--- config.mk ---
export PLATFORM = sky130hd
export DESIGN_NAME = parity3_frame_rx_flat
export DESIGN_NICKNAME = d
export VERILOG_FILES = /design/src/rtl/parity3_frame_rx_pkg.sv /design/src/rtl/parity3_frame_rx_if.sv /design/src/rtl/parity3_frame_rx.sv /design/src/flat_wrapper.sv
export SDC_FILE = /design/constraint.sdc
export NUM_CORES = 1
export LEC_CHECK = 0
export CAP_MARGIN = 20
export CORE_MARGIN = 3
export CORE_UTILIZATION = 50
export DETAILED_ROUTE_END_ITERATION = 8
export PLACE_DENSITY_LB_ADDON = 0.15
export SLEW_MARGIN = 20
export SYNTH_ARGS = -nofsm -noshare
export SYNTH_HDL_FRONTEND = slang
export SYNTH_SLANG_ARGS = --single-unit
export TNS_END_PERCENT = 1
--- constraint.sdc ---
create_clock -name clk -period 1.35 [get_ports clk]
set_input_delay 0.135 -clock clk [delete_from_list [all_inputs] [get_ports clk]]
set_output_delay 0.135 -clock clk [all_outputs]
set_load 0.01 [all_outputs]
--- src/rtl/parity3_frame_rx_pkg.sv ---
// parity3_frame_rx_pkg: FSM state encoding and frame constants shared by the receiver and its bench
package parity3_frame_rx_pkg;

    typedef enum logic [1:0] {
        IDLE   = 2'd0,
        DATA   = 2'd1,
        PARITY = 2'd2,
        STOP   = 2'd3
    } state_t;

    localparam int FRAME_OVH = 3;

endpackage

--- src/rtl/parity3_frame_rx_if.sv ---
// parity3_frame_rx_if: serial input strobe/line and decoded frame outputs of the receiver
interface parity3_frame_rx_if #(
    parameter int DATA_W = 3
);

    logic              bit_en;
    logic              rx;
    logic [DATA_W-1:0] data;
    logic              valid;
    logic              parity_err;
    logic              frame_err;
    logic              busy;

    modport master (output bit_en, rx, input data, valid, parity_err, frame_err, busy);
    modport slave  (input bit_en, rx, output data, valid, parity_err, frame_err, busy);

endinterface

--- src/rtl/parity3_frame_rx.sv ---
// parity3_frame_rx: deserialises start/data(MSB first)/parity/stop frames and flags parity and framing errors
module parity3_frame_rx
    import parity3_frame_rx_pkg::*;
#(
    parameter int DATA_W     = 3,
    parameter bit ODD_PARITY = 1'b0
) (
    input  logic                 clk,
    input  logic                 rst_n,
    parity3_frame_rx_if.slave    rx_if
);

    localparam int CW = $clog2(DATA_W) + 1;

    state_t            state_q, state_d;
    logic [CW-1:0]     cnt_q, cnt_d;
    logic [DATA_W-1:0] shreg_q, shreg_d;
    logic [DATA_W-1:0] data_q, data_d;
    logic              p_q, p_d;
    logic              valid_q, valid_d;
    logic              perr_q, perr_d;
    logic              ferr_q, ferr_d;

    always_comb begin
        state_d = state_q;
        cnt_d   = cnt_q;
        shreg_d = shreg_q;
        p_d     = p_q;
        data_d  = data_q;
        perr_d  = perr_q;
        ferr_d  = ferr_q;
        valid_d = 1'b0;
        if (rx_if.bit_en) begin
            unique case (state_q)
                IDLE: begin
                    state_d = rx_if.rx ? IDLE : DATA;
                    cnt_d   = rx_if.rx ? cnt_q : '0;
                end
                DATA: begin
                    shreg_d = {shreg_q[DATA_W-2:0], rx_if.rx};
                    cnt_d   = cnt_q + CW'(1);
                    state_d = (cnt_q == CW'(DATA_W - 1)) ? PARITY : DATA;
                end
                PARITY: begin
                    p_d     = rx_if.rx;
                    state_d = STOP;
                end
                STOP: begin
                    data_d  = shreg_q;
                    perr_d  = ^shreg_q ^ p_q ^ ODD_PARITY;
                    ferr_d  = ~rx_if.rx;
                    valid_d = 1'b1;
                    state_d = IDLE;
                end
            endcase
        end
    end

    always_ff @(posedge clk or negedge rst_n) begin
        if (!rst_n) begin
            state_q <= IDLE;
            cnt_q   <= '0;
            shreg_q <= '0;
            p_q     <= 1'b0;
            data_q  <= '0;
            perr_q  <= 1'b0;
            ferr_q  <= 1'b0;
            valid_q <= 1'b0;
        end else begin
            state_q <= state_d;
            cnt_q   <= cnt_d;
            shreg_q <= shreg_d;
            p_q     <= p_d;
            data_q  <= data_d;
            perr_q  <= perr_d;
            ferr_q  <= ferr_d;
            valid_q <= valid_d;
        end
    end

    assign rx_if.data       = data_q;
    assign rx_if.valid      = valid_q;
    assign rx_if.parity_err = perr_q;
    assign rx_if.frame_err  = ferr_q;
    assign rx_if.busy       = (state_q != IDLE);

endmodule

--- src/flat_wrapper.sv ---
// flat-port wrapper written by rule: the top's interface ports become plain ports
module parity3_frame_rx_flat import parity3_frame_rx_pkg::*;
#(
    parameter int DATA_W     = 3,
    parameter bit ODD_PARITY = 1'b0
)
  (clk, rst_n, rx_if_bit_en, rx_if_rx, rx_if_data, rx_if_valid, rx_if_parity_err, rx_if_frame_err, rx_if_busy);
  parity3_frame_rx_if #(.DATA_W(DATA_W)) rx_if_i ();
  input  logic clk;
  input  logic rst_n;
  input wire logic [$bits(rx_if_i.bit_en)-1:0] rx_if_bit_en;
  input wire logic [$bits(rx_if_i.rx)-1:0] rx_if_rx;
  output wire logic [$bits(rx_if_i.data)-1:0] rx_if_data;
  output wire logic [$bits(rx_if_i.valid)-1:0] rx_if_valid;
  output wire logic [$bits(rx_if_i.parity_err)-1:0] rx_if_parity_err;
  output wire logic [$bits(rx_if_i.frame_err)-1:0] rx_if_frame_err;
  output wire logic [$bits(rx_if_i.busy)-1:0] rx_if_busy;
  assign rx_if_i.bit_en = rx_if_bit_en;
  assign rx_if_i.rx = rx_if_rx;
  assign rx_if_data = rx_if_i.data;
  assign rx_if_valid = rx_if_i.valid;
  assign rx_if_parity_err = rx_if_i.parity_err;
  assign rx_if_frame_err = rx_if_i.frame_err;
  assign rx_if_busy = rx_if_i.busy;
  parity3_frame_rx #(.DATA_W(DATA_W), .ODD_PARITY(ODD_PARITY)) u_core (.clk(clk), .rst_n(rst_n), .rx_if(rx_if_i));
endmodule
==> flow_summary.yaml <==
status:
  status: "complete, no violations"
layout:
  num_antenna_cells: 0
  nets: 85
  multi_input_area_sq_um: 322
  final_cells: 93
  area_growth_pct: 23.1
  final_common_cell: "dfrtp_1"
  regArea_sq_um: 375
  fillers: 92
  drive_above_1_share: 0.282
  stdcell_area_sq_um: 908
  most-common-layout-cells: "dfrtp_1 (15), o21ai_0 (7), buf_4 (7)"
placed_design:
  placed_area_sq_um: 883
  detailed_place_hpwl_um: 877
  dp.cells: 89
  place.gp.congestion: 0.683
  port_buffers: 10
yosys:
  syn_area_sq_um: 738
  yosysUniqueCellTypes: 24
  syn_inst: 60
  ys.warnings.count: 0
  synth.yosys.seq_area_share: 0.508
  async_reset_ff_frac: 1.00
  ys.flop_type: "dfrtp_1"
  syn_area_per_cell_sq_um: 12.3
  syn_nets: 66
  synth-edff-count: 0
  synth.ff_latch_count: 15
die:
  die_w_um: 44.4
  rows: 13
  start_util: 0.547
  die_area_sq_um: 1970
  coreArea_sq_um: 1350
  io_pins: 11
  fp.dieH_um: 44.4
sta:
  clock_skew_ps: 7.66
  relSlewSlack: 0.870
  post-route-period-util: 0.959
  fin_crit_ps: 1300
  final-hold-violation-count: 0
  worstMarginPinSlew_ps: 195
  tns_ps: 0
  clock.fmax_mhz: 772
  rsz0062_at_grt: "false"
  setup_viol: 0
  slew_violations: 0
global_route:
  first_global_vias: 491
  grt_first_pass_wirelength_um: 2100
  grt_max_degree: 16
  grt_antenna_before_repair: 0
  grtUsageTotal: 0.147
  grt_overflow: 0
critical_path:
  cp_slowest_cell: "clkdlybuf4s50_1"
  critPathKind: "reg2out"
  critPathArrivalTime_ps: 1160
  crit_family: "buffers and inverters"
  crit_path_start_kind: "register"
  cp_data_required_time_ps: 1220
  reg2reg_from: "u_core.cnt_q[0]"
  cp_num_buf_inv: 1
  cpPeakStageDelay_ps: 530
  end_kind: "primary output"
  crit_fanout: 2
  cp_cell_sequence: "clkdlybuf4s50_1"
  cp-startpoint: "u_core.rx_if.frame_err"
route:
  remaining_drc_errors: 0
  wirelength_um: 1160
  dr.first_iter.drc_count: 8
  viasPerCell: 4.94
  wl_per_cell_um: 12.4
  drtAntennaViolNets: 0
  vias: 459
  drtPass1Iterations: 3
cts:
  cts.sinks: 15
  clock_latency_ps: 280
  cts_root_buf: "clkbuf_4"
  cts_tree: "built"
  cts_max_level: 1
  cts_buffers: 3
  clk_pin_slew_ps: 90
  cts_setup_buffers: 0
  clock_path_buffers: 2
power_and_ir_drop:
  power.internal_mw: 1.23
  peakVddDrop_v: 0.00104
  p_leak_nw: 0.476
  power_density_nw_per_um2: 2030
  swShare: 0.330
  clkPwrFrac: 0.134
  seqPwrFrac: 0.426
  p_switching_mw: 0.608
  comb_power_share: 0.440
hold_path:
  hold_path.class: "in2async"
run:
  maxCapViolCount: 0
-- synthesized netlist by cell type (2+ instances only) --
cell type  count  share of area
mux2_4         5           0.10
xnor2_1        3          0.036
buf_4          2          0.020
ha_1           2          0.034
inv_1          4          0.020
o21ai_0        7          0.047
dfrtp_1       15           0.51
nand2_1        6          0.031
-- worst paths after layout --
path | cells after the start | slack [ps] | endpoint
setup / recovery | 1 | 50 | rx_if_frame_err
hold / removal | 2 | 160 | u_core.rx_if.parity_err
setup reg to reg | 4 | 190 | u_core.cnt_q[2]
hold reg to reg | 2 | 490 | u_core.rx_if.frame_err
max in group asynchronous | 2 | 1010 | u_core.cnt_q[0]
min in group clk | 2 | 450 | u_core.rx_if.frame_err
-- what timing repair did --
action | in CTS | in global routing
hold buffers | 0 | 0
endpoints found under the setup margin | 3 | 3
hold endpoints to repair | 0 | 0
gates resized for setup | 4 | 3
-- metrics by stage --
stage	setup WS (ps)	power, mW	util	hold WS [ps]
4_1_cts	13.7	1.89	0.673	157
6_report	54.9	1.84	0.673	161
2_1_floorplan	270	1.34	-	-161
3_3_place_gp	36.9	1.62	0.654	459
5_1_grt	3.74	2.00	0.673	153
3_5_place_dp	9.53	1.65	0.654	478
-- power by group through the flow --
stage	clock network, mW	registers (mW)	logic [mW]
final	0.247	0.785	0.809
after floorplan	0	0.801	0.541
after detailed placement	0	0.794	0.858
after global placement	0	0.790	0.833
after CTS	0.263	0.788	0.834
after global routing	0.290	0.814	0.892
-- routing by layer --
metal,track usage,vias to the layer above,share of wire
met5,0,-,0
met4,0.0542,0,0
met3,0.0407,0,0.061
met2,0.224,9,0.45
met1,0.199,210,0.49
li1,-,240,-
-- registers in the layout, indices dropped and copies added, names as in the netlist, named ones only --
register,count
u_core.cnt_q,3
u_core.p_q,1
u_core.rx_if.data,3
u_core.rx_if.frame_err,1
u_core.rx_if.parity_err,1
u_core.rx_if.valid,1
u_core.shreg_q,3
u_core.state_q,1
-- cell families (layout without fill, tap and decap cells) --
kind of cell    Yosys count  after routing  share of synthesized area
fa+ha+maj                 2              2                     0.0339
xor+xnor                  3              3                     0.0356
mux                       6              6                      0.115
buf+inv                   7             25                     0.0559
compound gates           12             12                      0.103
simple gates             15             15                      0.147
flops                    15             15                      0.508
-- layout make-up --
class	count	share of cell area
clock buffers	3	0.0248
clock inverters	1	0.00551
inverters	4	0.0165
multi-input cells	38	0.354
flip-flops and latches	15	0.413
well taps	15	0.0207
repair buffers	17	0.165
Power figures use the tool's default switching activity.
